### src/rtl/rv_bus_pkg.sv
`default_nettype none
// ============================================================================
//  Module   : rv_bus_pkg
//  Purpose  : Shared main-bus definitions: arbiter state encoding, default
//             Wishbone widths and a bundled Wishbone request type.
//  Ports    : none (package)
//  Revision : 1.0  initial release
// ============================================================================
package rv_bus_pkg;

  localparam int WB_ADDR_W = 32;
  localparam int WB_DATA_W = 32;

  typedef enum logic [0:0] {
    ARB_IDLE = 1'b0,
    ARB_BUSY = 1'b1
  } arb_state_t;

  typedef struct packed {
    logic                   cyc;
    logic                   stb;
    logic                   we;
    logic [WB_ADDR_W-1:0]   adr;
    logic [WB_DATA_W-1:0]   dat;
    logic [WB_DATA_W/8-1:0] sel;
  } wb_req_t;

endpackage
`default_nettype wire

### src/rtl/wb_rr_pick.sv
`default_nettype none
// ============================================================================
//  Module   : wb_rr_pick
//  Purpose  : Combinational round-robin picker. Selects the first asserted
//             request at or above ptr, wrapping modulo N.
//  Ports    : req   in  N      request vector
//             ptr   in  PTR_W  starting index (must be < N)
//             grant out N      one-hot winner (zero when nothing requested)
//             valid out 1      a winner exists
//  Revision : 1.0  initial release
// ============================================================================
module wb_rr_pick #(
  parameter int N     = 2,
  parameter int PTR_W = (N > 1) ? $clog2(N) : 1
) (
  input  logic [N-1:0]     req,
  input  logic [PTR_W-1:0] ptr,
  output logic [N-1:0]     grant,
  output logic             valid
);

  logic [PTR_W:0]   sum;
  logic [PTR_W-1:0] idx;

  // Walk the requests starting at ptr; the first hit wins.
  always_comb begin
    grant = '0;
    valid = 1'b0;
    sum   = '0;
    idx   = '0;
    for (int i = 0; i < N; i++) begin
      sum = {1'b0, ptr} + (PTR_W+1)'(i);
      if (sum >= (PTR_W+1)'(N)) sum = sum - (PTR_W+1)'(N);
      idx = sum[PTR_W-1:0];
      if (!valid && req[idx]) begin
        grant[idx] = 1'b1;
        valid      = 1'b1;
      end
    end
  end

endmodule
`default_nettype wire

### src/rtl/wb_master_arbiter.sv
`default_nettype none
// ============================================================================
//  Module   : wb_master_arbiter
//  Purpose  : Round-robin Wishbone master arbiter with per-transfer timeout.
//             Grants one master for its whole CYC burst and forces a one-cycle
//             error pulse when the slave stalls STB for TIMEOUT_CYCLES.
//  Ports    : i_clk, i_reset          clock / sync active-high reset
//             i_m_*                   per-master Wishbone requests (flattened)
//             o_m_dat/o_m_ack/o_m_err responses (ack/err to owner only)
//             o_grant                 one-hot owner, zero when idle
//             o_s_*, i_s_dat, i_s_ack slave-side Wishbone
//  Revision : 1.0  initial release
// ============================================================================
module wb_master_arbiter #(
  parameter int NUM_MASTERS    = 2,
  parameter int ADDR_WIDTH     = 32,
  parameter int DATA_WIDTH     = 32,
  parameter int TIMEOUT_CYCLES = 255
) (
  input  logic                                  i_clk,
  input  logic                                  i_reset,
  input  logic [NUM_MASTERS-1:0]                i_m_cyc,
  input  logic [NUM_MASTERS-1:0]                i_m_stb,
  input  logic [NUM_MASTERS-1:0]                i_m_we,
  input  logic [NUM_MASTERS*ADDR_WIDTH-1:0]     i_m_adr,
  input  logic [NUM_MASTERS*DATA_WIDTH-1:0]     i_m_dat,
  input  logic [NUM_MASTERS*(DATA_WIDTH/8)-1:0] i_m_sel,
  output logic [DATA_WIDTH-1:0]                 o_m_dat,
  output logic [NUM_MASTERS-1:0]                o_m_ack,
  output logic [NUM_MASTERS-1:0]                o_m_err,
  output logic [NUM_MASTERS-1:0]                o_grant,
  output logic                                  o_s_cyc,
  output logic                                  o_s_stb,
  output logic                                  o_s_we,
  output logic [ADDR_WIDTH-1:0]                 o_s_adr,
  output logic [DATA_WIDTH-1:0]                 o_s_dat,
  output logic [DATA_WIDTH/8-1:0]               o_s_sel,
  input  logic [DATA_WIDTH-1:0]                 i_s_dat,
  input  logic                                  i_s_ack
);

  import rv_bus_pkg::*;

  localparam int PTR_W = (NUM_MASTERS > 1) ? $clog2(NUM_MASTERS) : 1;
  localparam int SEL_W = DATA_WIDTH / 8;
  localparam int CNT_W = $clog2(TIMEOUT_CYCLES + 1);
  localparam logic [CNT_W-1:0] TMO_LAST = CNT_W'(TIMEOUT_CYCLES - 1);

  arb_state_t             state;
  logic [PTR_W-1:0]       owner;
  logic [PTR_W-1:0]       rr_ptr;
  logic [PTR_W-1:0]       next_ptr;
  logic [PTR_W-1:0]       pick_ptr;
  logic [PTR_W-1:0]       win_idx;
  logic [CNT_W-1:0]       tmo_cnt;
  logic [NUM_MASTERS-1:0] pick_req;
  logic [NUM_MASTERS-1:0] win;
  logic                   win_valid;
  logic                   busy;
  logic                   owner_cyc;
  logic                   owner_stb;
  logic                   release_now;
  logic                   ack_now;
  logic                   err_now;

  assign busy        = (state == ARB_BUSY);
  assign owner_cyc   = i_m_cyc[owner];
  assign owner_stb   = i_m_stb[owner];
  assign release_now = busy && !owner_cyc;
  assign next_ptr    = (owner == PTR_W'(NUM_MASTERS - 1)) ? '0 : owner + 1'b1;

  // A slave ACK in the limit cycle beats the timeout.
  assign ack_now = busy && owner_stb && i_s_ack;
  assign err_now = busy && owner_stb && !i_s_ack && (tmo_cnt == TMO_LAST);

  // On release the departing owner is excluded so a waiter takes over
  // at the same edge, searching from the slot after the old owner.
  assign pick_req = busy ? (i_m_cyc & ~o_grant) : i_m_cyc;
  assign pick_ptr = busy ? next_ptr : rr_ptr;

  wb_rr_pick #(
    .N     (NUM_MASTERS),
    .PTR_W (PTR_W)
  ) u_pick (
    .req   (pick_req),
    .ptr   (pick_ptr),
    .grant (win),
    .valid (win_valid)
  );

  always_comb begin
    win_idx = '0;
    for (int i = 0; i < NUM_MASTERS; i++) begin
      if (win[i]) win_idx = PTR_W'(i);
    end
  end

  always_ff @(posedge i_clk) begin
    if (i_reset) begin
      state   <= ARB_IDLE;
      o_grant <= '0;
      owner   <= '0;
      rr_ptr  <= '0;
      tmo_cnt <= '0;
    end else begin
      case (state)
        ARB_IDLE: begin
          tmo_cnt <= '0;
          if (win_valid) begin
            state   <= ARB_BUSY;
            o_grant <= win;
            owner   <= win_idx;
          end
        end
        ARB_BUSY: begin
          if (release_now) begin
            rr_ptr  <= next_ptr;
            tmo_cnt <= '0;
            if (win_valid) begin
              o_grant <= win;
              owner   <= win_idx;
            end else begin
              state   <= ARB_IDLE;
              o_grant <= '0;
            end
          end else if (ack_now || err_now || !owner_stb) begin
            tmo_cnt <= '0;
          end else begin
            tmo_cnt <= tmo_cnt + 1'b1;
          end
        end
        default: state <= ARB_IDLE;
      endcase
    end
  end

  // Slave side follows the owner combinationally while busy.
  assign o_s_cyc = busy && owner_cyc;
  assign o_s_stb = busy && owner_stb && !err_now;
  assign o_s_we  = busy && i_m_we[owner];
  assign o_s_adr = busy ? i_m_adr[owner*ADDR_WIDTH +: ADDR_WIDTH] : '0;
  assign o_s_dat = busy ? i_m_dat[owner*DATA_WIDTH +: DATA_WIDTH] : '0;
  assign o_s_sel = busy ? i_m_sel[owner*SEL_W +: SEL_W] : '0;

  // Responses are suppressed while reset is held so an aborted access
  // never sees a late ACK or ERR.
  assign o_m_dat = busy ? i_s_dat : '0;
  assign o_m_ack = o_grant & {NUM_MASTERS{ack_now && !i_reset}};
  assign o_m_err = o_grant & {NUM_MASTERS{err_now && !i_reset}};

endmodule
`default_nettype wire

### config.mk
export PLATFORM = sky130hd
export DESIGN_NAME = wb_master_arbiter
export DESIGN_NICKNAME = d
export VERILOG_FILES = /design/src/rtl/rv_bus_pkg.sv /design/src/rtl/wb_rr_pick.sv /design/src/rtl/wb_master_arbiter.sv
export SDC_FILE = /design/constraint.sdc
export NUM_CORES = 1
export LEC_CHECK = 0
export BUFFER_PORTS_ARGS = -buffer_cell sky130_fd_sc_hd__buf_2
export CAP_MARGIN = 20
export CORE_AREA = 3 3 110 112
export DETAILED_ROUTE_END_ITERATION = 10
export DIE_AREA = 0 0 113 115
export GPL_TIMING_DRIVEN = 0
export SETUP_SLACK_MARGIN = 0.1
export SYNTH_ARGS = -nofsm -noshare
export SYNTH_HDL_FRONTEND = slang
export SYNTH_HIERARCHICAL = 1
export SYNTH_SLANG_ARGS = --single-unit
### constraint.sdc
create_clock -name i_clk -period 2.2 [get_ports i_clk]
set_input_delay 0.11 -clock i_clk [delete_from_list [all_inputs] [get_ports i_clk]]
set_output_delay 0.11 -clock i_clk [all_outputs]
set_load 0.02 [all_outputs]
==> results of run 1 <==
## worst max-delay path: cells and delay by family, from the launching register on
| family | cells | cell delay [ns] |
|---|---|---|
| buffers and inverters | 4 | 1.01 |
| flip-flops | 1 | 0.30 |
| AND/OR/NAND/NOR | 1 | 0.24 |
## how the worst max path moves through the flow
stage	startpoint	end	cells past startpoint
6_report	busy	o_s_stb	5
5_1_grt	busy	owner	9
4_1_cts	owner	o_s_sel[0]	5
3_5_place_dp	busy	owner	9
3_3_place_gp	busy	owner	9
2_1_floorplan	busy	owner	9
## cell type report
cell class | instances | area [µm²] | area share (%)
clock buffer | 3 | 75.1 | 2.07
buffer | 21 | 93.8 | 2.58
inverter | 5 | 18.8 | 0.517
sequential | 13 | 260 | 7.17
timing repair buffer | 285 | 1430 | 39.3
clock inverter | 1 | 5.00 | 0.138
multi-input combinational | 235 | 1570 | 43.3
tap | 143 | 179 | 4.93
## state kept, by name, summed over array words and instances, names as in the netlist
signal / flops
tmo_cnt: 8
o_grant: 2
owner: 1
busy: 1
rr_ptr: 1
## cell families (layout without fill, tap and decap cells)
group | count (synthesis) | in the layout | synth area share [%]
buffers and inverters | 26 | 315 | 5.67
and+or+nand+nor | 138 | 138 | 34.5
muxes | 71 | 71 | 36.6
DFF | 13 | 13 | 13.4
AOI/OAI and AO/OA | 21 | 21 | 7.15
xor gates and xnor gates | 3 | 3 | 1.35
adders and majority gates | 2 | 2 | 1.29
## synthesized netlist by cell type, drive strengths merged, types with 2 or more instances
library cell / n / area [µm²]
dfxtp: 13 / 260
nand3b: 2 / 15.0
inv: 5 / 18.8
nor3: 7 / 40.0
nand2: 3 / 11.3
clkbuf: 13 / 48.8
ha: 2 / 25.0
a21boi: 5 / 37.5
nand2b: 4 / 25.0
o21ai: 5 / 25.0
nor2b: 2 / 12.5
and2: 33 / 206
and3: 4 / 25.0
buf: 8 / 42.5
nand3: 4 / 20.0
a21oi: 4 / 20.0
xor2: 2 / 17.5
nor2: 74 / 278
mux2i: 70 / 701
## report_power, final
group          internal [mW]  switching (mW)
clock                  0.242           0.102
sequential             0.245         0.00675
combinational          0.351           0.474
## routing by layer
layer	vias to the layer above	global-route usage (%)	part of all wire (%)
met5	-	0	0
met3	8	1.26	6.5
met1	1245	16.3	41
li1	1506	-	-
met4	0	2.00	0.91
met2	134	23.4	51
==> impl_metrics.py, run 1 <==
metrics = {
    "run_status": {
        "status": "completed",
    },
    "placement": {
        "place_inst": 702,
        "place_hpwl_um": 8340,
        "placed_area_um2": 3550,
        "dpl_worst_slack_ns": 0.168,
        "port_buffers": 285,
        "gp_congestion": 0.812,
    },
    "yosys": {
        "synth_seq_cells": 13,
        "ys.warnings.count": 6,
        "synth-main-ff-cell": "dfxtp_1",
        "synth.avg_cell_area_um2": 7.09,
        "seq_area_frac_synth_pct": 13.4,
        "yosysUniqueCellTypes": 37,
        "synth-edff-count": 0,
        "async_flop_share_pct": 0,
        "synth_nets": 453,
        "syn-cell-area_um2": 1940,
        "synthCells": 274,
    },
    "sta": {
        "hold_slack_ns": 0.117,
        "worst_slew_pin_slew_ns": 0.571,
        "fin_crit_sh_pct": 86.4,
        "fin_ws_ns": 0.300,
        "finalClockSkew_ns": 0.00265,
        "hold_viol_final": 0,
        "fmax_mhz": 526,
        "min_period_ns": 1.90,
        "rsz0062_at_grt": "no",
        "maxSlewViolCount": 0,
        "setup_tns_ns": 0,
        "finalSetupViolCount": 0,
        "relSlewSlack_pct": 61.8,
    },
    "global_route": {
        "gr-total-overflow": 0,
        "grt_pass1_vias": 2707,
        "grt_max_degree": 11,
        "grt.total_usage_pct": 12.7,
        "antenna_found_initial": 0,
        "grt_pass1_wl_um": 13500,
    },
    "final_layout": {
        "drive_above_1_share_pct": 53.6,
        "area_growth_pct": 86.9,
        "diodes": 0,
        "final_cell_mix": "buf_2, nor2_1, mux2i_1",
        "layout_commonest_cell": "buf_2",
        "design_area_um2": 3630,
        "stdcell_count": 706,
        "post-route-util_pct": 32.1,
        "final_nets": 743,
        "num-fill-cells": 1325,
    },
    "route": {
        "drtPass1Iterations": 4,
        "drt_iter0_drc": 48,
        "vias": 2893,
        "ant_nets": 0,
        "drc_errors": 0,
        "wl_um": 9460,
        "wire_per_inst_um": 13.4,
        "vias_per_cell": 4.10,
    },
    "critical_path": {
        "end_kind": "primary output",
        "crit_top_cell": "clkbuf_1",
        "startpoint_type": "register",
        "worst-path-max-fanout": 10,
        "crit_required_ns": 2.09,
        "r2r_end": "owner",
        "crit_chain": "clkbuf_1 > inv_2 > clkbuf_1 > nor3_1 > buf_2",
        "reg2regPathDepth": 9,
        "reg2reg_slack_ns": 0.33,
        "cp_slowest_cell": "clkbuf_1",
        "arrival_ns": 1.79,
        "slowest_delay_ns": 0.33,
        "rr_startpoint": "busy",
        "critPathKind": "register to primary output",
    },
    "floorplanning": {
        "rows": 39,
        "start_util_pct": 17.2,
        "coreArea_um2": 11300,
        "die_w_um": 113,
        "pin_count": 286,
        "die_y_um": 115,
        "dieArea_um2": 13000,
    },
    "hold_path": {
        "min_from": "i_reset",
        "hp-class": "input pin to register",
        "min_to": "busy",
        "holdPathStages": 2,
    },
    "clock_tree": {
        "path_clk_slew_ns": 0.05,
        "cts_inserted_buffers": 3,
        "cts_tree": "done",
        "cts_resized": 0,
        "ctsHoldBuffers": 0,
        "cts_root_buffer": "clkbuf_16",
        "clk_latency_ns": 0.24,
        "htree_levels": 1,
        "cts.sinks": 13,
        "clockBufferDepth": 2,
        "postCtsSetupRepairBufs": 0,
    },
    "power_and_ir_drop": {
        "p_leak_nw": 1.98,
        "ir_worst_vdd_v": 0.000318,
        "powerDensity_nw_per_um2": 391,
        "power_mw": 1.42,
    },
    "job": {
        "maxCapViolCount": 0,
    },
}
Note: power is estimated with default switching activity, not from simulation.
==> run 2, diff against run 1 <==
--- a/config.mk
+++ b/config.mk
@@ -7,9 +7,9 @@
 export LEC_CHECK = 0
 export BUFFER_PORTS_ARGS = -buffer_cell sky130_fd_sc_hd__buf_2
 export CAP_MARGIN = 20
-export CORE_AREA = 3 3 110 112
+export CORE_AREA = 4 4 107 109
 export DETAILED_ROUTE_END_ITERATION = 10
-export DIE_AREA = 0 0 113 115
+export DIE_AREA = 0 0 111 113
 export GPL_TIMING_DRIVEN = 0
 export SETUP_SLACK_MARGIN = 0.1
 export SYNTH_ARGS = -nofsm -noshare
==> impl_metrics.py, run 2 (synthesized netlist as in run 1, its figures left out) <==
metrics = {
    "clock_tree": {
        "cts_tree": "done",
        "cts_inserted_buffers": 3,
        "cts.sinks": 13,
        "clk_latency_ns": 0.24,
        "path_clk_slew_ns": 0.06,
        "htree_levels": 1,
        "postCtsSetupRepairBufs": 0,
        "clockBufferDepth": 2,
        "ctsHoldBuffers": 0,
        "cts_root_buffer": "clkbuf_8",
    },
    "sta": {
        "setup_tns_ns": 0,
        "hold_slack_ns": 0.123,
        "hold_viol_final": 0,
        "finalSetupViolCount": 0,
        "finalClockSkew_ns": 0.00275,
        "maxSlewViolCount": 0,
        "rsz0062_at_grt": "no",
        "fin_crit_sh_pct": 87.0,
        "fmax_mhz": 523,
        "relSlewSlack_pct": 62.5,
        "worst_slew_pin_slew_ns": 0.559,
        "min_period_ns": 1.91,
    },
    "power_and_ir_drop": {
        "ir_worst_vdd_v": 0.000164,
        "p_leak_nw": 1.97,
        "powerDensity_nw_per_um2": 360,
    },
    "final_layout": {
        "regMostFlops": "tmo_cnt",
        "diodes": 0,
        "layout_commonest_cell": "buf_2",
        "num-fill-cells": 1172,
        "largest_reg_flops": 8,
        "reg_top3": "tmo_cnt (8), o_grant (2)",
        "post-route-util_pct": 33.9,
        "final_nets": 742,
        "stdcell_count": 702,
        "drive_above_1_share_pct": 53.7,
        "area_growth_pct": 84.7,
        "final_cell_mix": "buf_2, nor2_1, mux2i_1",
    },
    "global_route": {
        "grt_pass1_wl_um": 14500,
        "grt.total_usage_pct": 13.5,
        "grt_max_degree": 20,
        "grt_pass1_vias": 3075,
        "antenna_found_initial": 0,
        "gr-total-overflow": 0,
    },
    "placement": {
        "place_hpwl_um": 8360,
        "gp_congestion": 0.828,
        "place_inst": 699,
        "port_buffers": 285,
    },
    "route": {
        "drc_errors": 0,
        "wire_per_inst_um": 13.4,
        "ant_nets": 0,
        "vias_per_cell": 4.25,
        "drtPass1Iterations": 4,
        "vias": 2981,
        "wl_um": 9420,
        "drt_iter0_drc": 79,
    },
    "floorplanning": {
        "rows": 38,
        "start_util_pct": 18.3,
        "die_w_um": 111,
        "dieArea_um2": 12500,
        "pin_count": 286,
        "die_y_um": 113,
        "coreArea_um2": 10600,
    },
    "critical_path": {
        "critPathKind": "register to primary output",
        "worst-path-max-fanout": 9,
        "crit_start": "tmo_cnt[0]",
        "crit_required_ns": 2.09,
        "end_kind": "primary output",
        "arrival_ns": 1.80,
        "rr_startpoint": "owner",
        "startpoint_type": "register",
        "reg2reg_slack_ns": 0.40,
    },
    "hold_path": {
        "hp-class": "input pin to register",
        "min_from": "i_reset",
    },
    "job": {
        "maxCapViolCount": 0,
    },
    "run_status": {
        "status": "completed",
    },
}
-- run 2: cell types whose count changed in the layout (fill, tap and decap cells not counted) --
cell,previous run,this run
clkbuf_8,0,3
clkbuf_16,3,0
clkbuf_1,11,10
-- run 2: cell type report --
cell class / instances / area [µm²] / area share (%)
Clock inverter: 1 / 5.00 / 0.139
Tap cell: 140 / 175 / 4.88
Inverter: 5 / 18.8 / 0.523
Multi-Input combinational cell: 235 / 1570 / 43.8
Timing Repair Buffer: 285 / 1430 / 39.7
Sequential cell: 13 / 260 / 7.25
Clock buffer: 3 / 41.3 / 1.15
Buffer: 20 / 90.1 / 2.51
-- run 2: worst paths after layout --
| check | end | cells after the start |
|---|---|---|
| worst max-delay path | o_m_err[1] | 6 |
| worst min-delay path | rr_ptr | 2 |
| worst max register to register | tmo_cnt[7] | 5 |
| worst min register to register | tmo_cnt[7] | 1 |
-- run 2: routing by layer --
| metal | part of all wire [%] | GRT usage, % | vias up |
|---|---|---|---|
| met4 | 1.9 | 2.79 | 0 |
| met5 | 0 | 0 | - |
| met2 | 53 | 25.8 | 131 |
| met3 | 6.4 | 1.76 | 19 |
| li1 | - | - | 1504 |
| met1 | 39 | 16.2 | 1327 |
-- run 2: critical path, stage by stage, from the launching register on --
cell,delay [ns]
dfxtp_1,0.36
inv_1,0.08
ha_1,0.16
nand3b_1,0.12
nor3_2,0.45
and3_1,0.23
buf_2,0.16
-- run 2: where the power goes --
part           total (mW)  internal, mW  switching (mW)
registers           0.252         0.245         0.00789
logic               0.825         0.351           0.474
clock network       0.216         0.125          0.0904
total                1.29         0.720           0.572
-- run 2: through the flow --
step / instance area (µm²) / setup WS, ns / total power [mW]
final: 3590 / 0.287 / 1.29
after global routing: 3590 / 0.106 / 1.38
after CTS: 3590 / 0.223 / 1.30
after detailed placement: 3540 / 0.266 / 1.09
after global placement: 3540 / 0.288 / 1.08
after floorplan: 1940 / 0.614 / 0.733
-- run 2: what timing repair did --
action	CTS	global route
endpoints found under the setup margin	2	3
gates resized for setup	0	4
hold endpoints to repair	0	0
cloned	0	0
==> run 3, diff against run 2 <==
--- a/config.mk
+++ b/config.mk
@@ -8,10 +8,12 @@
 export BUFFER_PORTS_ARGS = -buffer_cell sky130_fd_sc_hd__buf_2
 export CAP_MARGIN = 20
 export CORE_AREA = 4 4 107 109
+export CTS_CLUSTER_DIAMETER = 40
 export DETAILED_ROUTE_END_ITERATION = 10
 export DIE_AREA = 0 0 111 113
 export GPL_TIMING_DRIVEN = 0
 export SETUP_SLACK_MARGIN = 0.1
+export SKIP_LAST_GASP = 1
 export SYNTH_ARGS = -nofsm -noshare
 export SYNTH_HDL_FRONTEND = slang
 export SYNTH_HIERARCHICAL = 1
==> constraint.sdc (replaced) <==
create_clock -name i_clk -period 2.1 [get_ports i_clk]
set_input_delay 0.105 -clock i_clk [delete_from_list [all_inputs] [get_ports i_clk]]
set_output_delay 0.105 -clock i_clk [all_outputs]
set_load 0.02 [all_outputs]
==> impl_metrics.py, run 3 (synthesized netlist as in run 1, its figures left out) <==
metrics = {
    "run_status": {
        "status": "completed",
    },
    "floorplanning": {
        "pin_count": 286,
        "coreArea_um2": 10600,
        "dieArea_um2": 12500,
        "start_util_pct": 18.3,
        "die_w_um": 111,
        "die_y_um": 113,
        "rows": 38,
    },
    "job": {
        "maxCapViolCount": 0,
    },
    "global_route": {
        "grt.total_usage_pct": 13.5,
        "grt_max_degree": 11,
        "gr-total-overflow": 0,
        "grt_pass1_wl_um": 14500,
        "grt_pass1_vias": 3078,
        "antenna_found_initial": 0,
    },
    "sta": {
        "setup_tns_ns": 0,
        "finalClockSkew_ns": 0.00162,
        "relSlewSlack_pct": 69.4,
        "finalSetupViolCount": 0,
        "fin_ws_ns": 0.270,
        "rsz0062_at_grt": "no",
        "fin_crit_sh_pct": 87.1,
        "worst_slew_pin_slew_ns": 0.460,
        "min_period_ns": 1.83,
        "fmax_mhz": 546,
        "hold_viol_final": 0,
        "maxSlewViolCount": 0,
    },
    "final_layout": {
        "final_cell_mix": "buf_2, nor2_1, mux2i_1",
        "final_nets": 743,
        "area_growth_pct": 85.3,
        "num-fill-cells": 1170,
        "regMostFlops": "tmo_cnt",
        "post-route-util_pct": 34.0,
        "diodes": 0,
        "layout_commonest_cell": "buf_2",
        "drive_above_1_share_pct": 53.8,
        "reg_top3": "tmo_cnt (8), o_grant (2)",
        "largest_reg_flops": 8,
    },
    "route": {
        "wl_um": 9460,
        "drc_errors": 0,
        "drt_iter0_drc": 74,
        "drtPass1Iterations": 4,
        "wire_per_inst_um": 13.4,
        "vias": 2983,
        "ant_nets": 0,
        "vias_per_cell": 4.24,
    },
    "clock_tree": {
        "clockBufferDepth": 2,
        "htree_levels": 1,
        "cts.sinks": 13,
        "ctsHoldBuffers": 0,
        "path_clk_slew_ns": 0.06,
        "cts_inserted_buffers": 3,
        "cts_root_buffer": "clkbuf_8",
        "clk_latency_ns": 0.24,
        "cts_tree": "done",
    },
    "critical_path": {
        "reg2regPathDepth": 8,
        "worst-path-max-fanout": 10,
        "r2r_end": "owner",
        "crit_start": "owner",
        "startpoint_type": "register",
        "crit_required_ns": 2.25,
        "crit_path_end": "owner",
        "critPathKind": "register to register",
        "reg2reg_slack_ns": 0.27,
        "rr_startpoint": "owner",
        "arrival_ns": 1.98,
        "end_kind": "register",
    },
    "power_and_ir_drop": {
        "ir_worst_vdd_v": 0.000166,
        "powerDensity_nw_per_um2": 377,
        "p_leak_nw": 1.99,
    },
    "placement": {
        "gp_congestion": 0.828,
        "place_hpwl_um": 8360,
        "dpl_worst_slack_ns": 0.166,
        "port_buffers": 285,
    },
    "hold_path": {
        "hp-class": "input pin to register",
    },
}
-- run 3: changes by cell type in the layout (fill, tap and decap cells not counted), sizes merged --
cell    change
clkbuf      +1
-- run 3: area by class of cell --
class / count / area [µm²] / area share, %
Clock buffer: 3 / 41.3 / 1.15
Multi-Input combinational cell: 235 / 1580 / 43.8
Clock inverter: 1 / 5.00 / 0.139
Inverter: 5 / 18.8 / 0.521
Timing Repair Buffer: 285 / 1430 / 39.6
Buffer: 21 / 95.1 / 2.64
Sequential cell: 13 / 260 / 7.23
Tap cell: 140 / 175 / 4.86
-- run 3: metrics by stage --
step,cell area [µm²],hold WS (ns),total power [mW],std cells
after floorplan,1940,0.174,0.768,274
after global placement,3540,0.362,1.13,699
after detailed placement,3540,0.373,1.14,699
after CTS,3590,0.110,1.37,703
after global routing,3600,0.133,1.45,703
final,3600,0.117,1.36,703
-- run 3: report_power, final --
| part | internal, mW | leakage, nW | switching, mW |
|---|---|---|---|
| sequential | 0.256 | 0.106 | 0.00818 |
| clock | 0.131 | 0.0255 | 0.0941 |
| combinational | 0.369 | 1.86 | 0.498 |
-- run 3: worst min path at each step --
stage                  from     end  depth (start not counted)
finish              i_reset  rr_ptr                          2
global route        i_reset  rr_ptr                          2
CTS                 i_reset  rr_ptr                          2
detailed placement  i_reset    busy                          2
global placement    i_reset  rr_ptr                          2
floorplan           i_reset  rr_ptr                          1
-- run 3: timing repair --
| item | 4_1_cts | 5_1_grt |
|---|---|---|
| resized for setup | 1 | 5 |
| setup endpoints to repair | 9 | 6 |
| pin swaps | 0 | 0 |
| buffers inserted | 0 | 0 |
-- run 3: layer usage --
metal / share of wire [%] / GRT usage, % / up-vias
met5: 0 / 0 / -
met4: 1.8 / 2.79 / 0
met3: 6.5 / 1.76 / 15
met2: 53 / 25.8 / 132
met1: 39 / 16.3 / 1331
li1: - / - / 1505
-- run 3: worst max-delay path: stages, from the launching register on --
cell and delay, ns:
dfxtp_1 0.31, buf_4 0.19, clkbuf_2 0.26, a21oi_1 0.28
inv_1 0.08, a21boi_1 0.15, nand2_1 0.07, a211o_1 0.29
o21ai_0 0.11
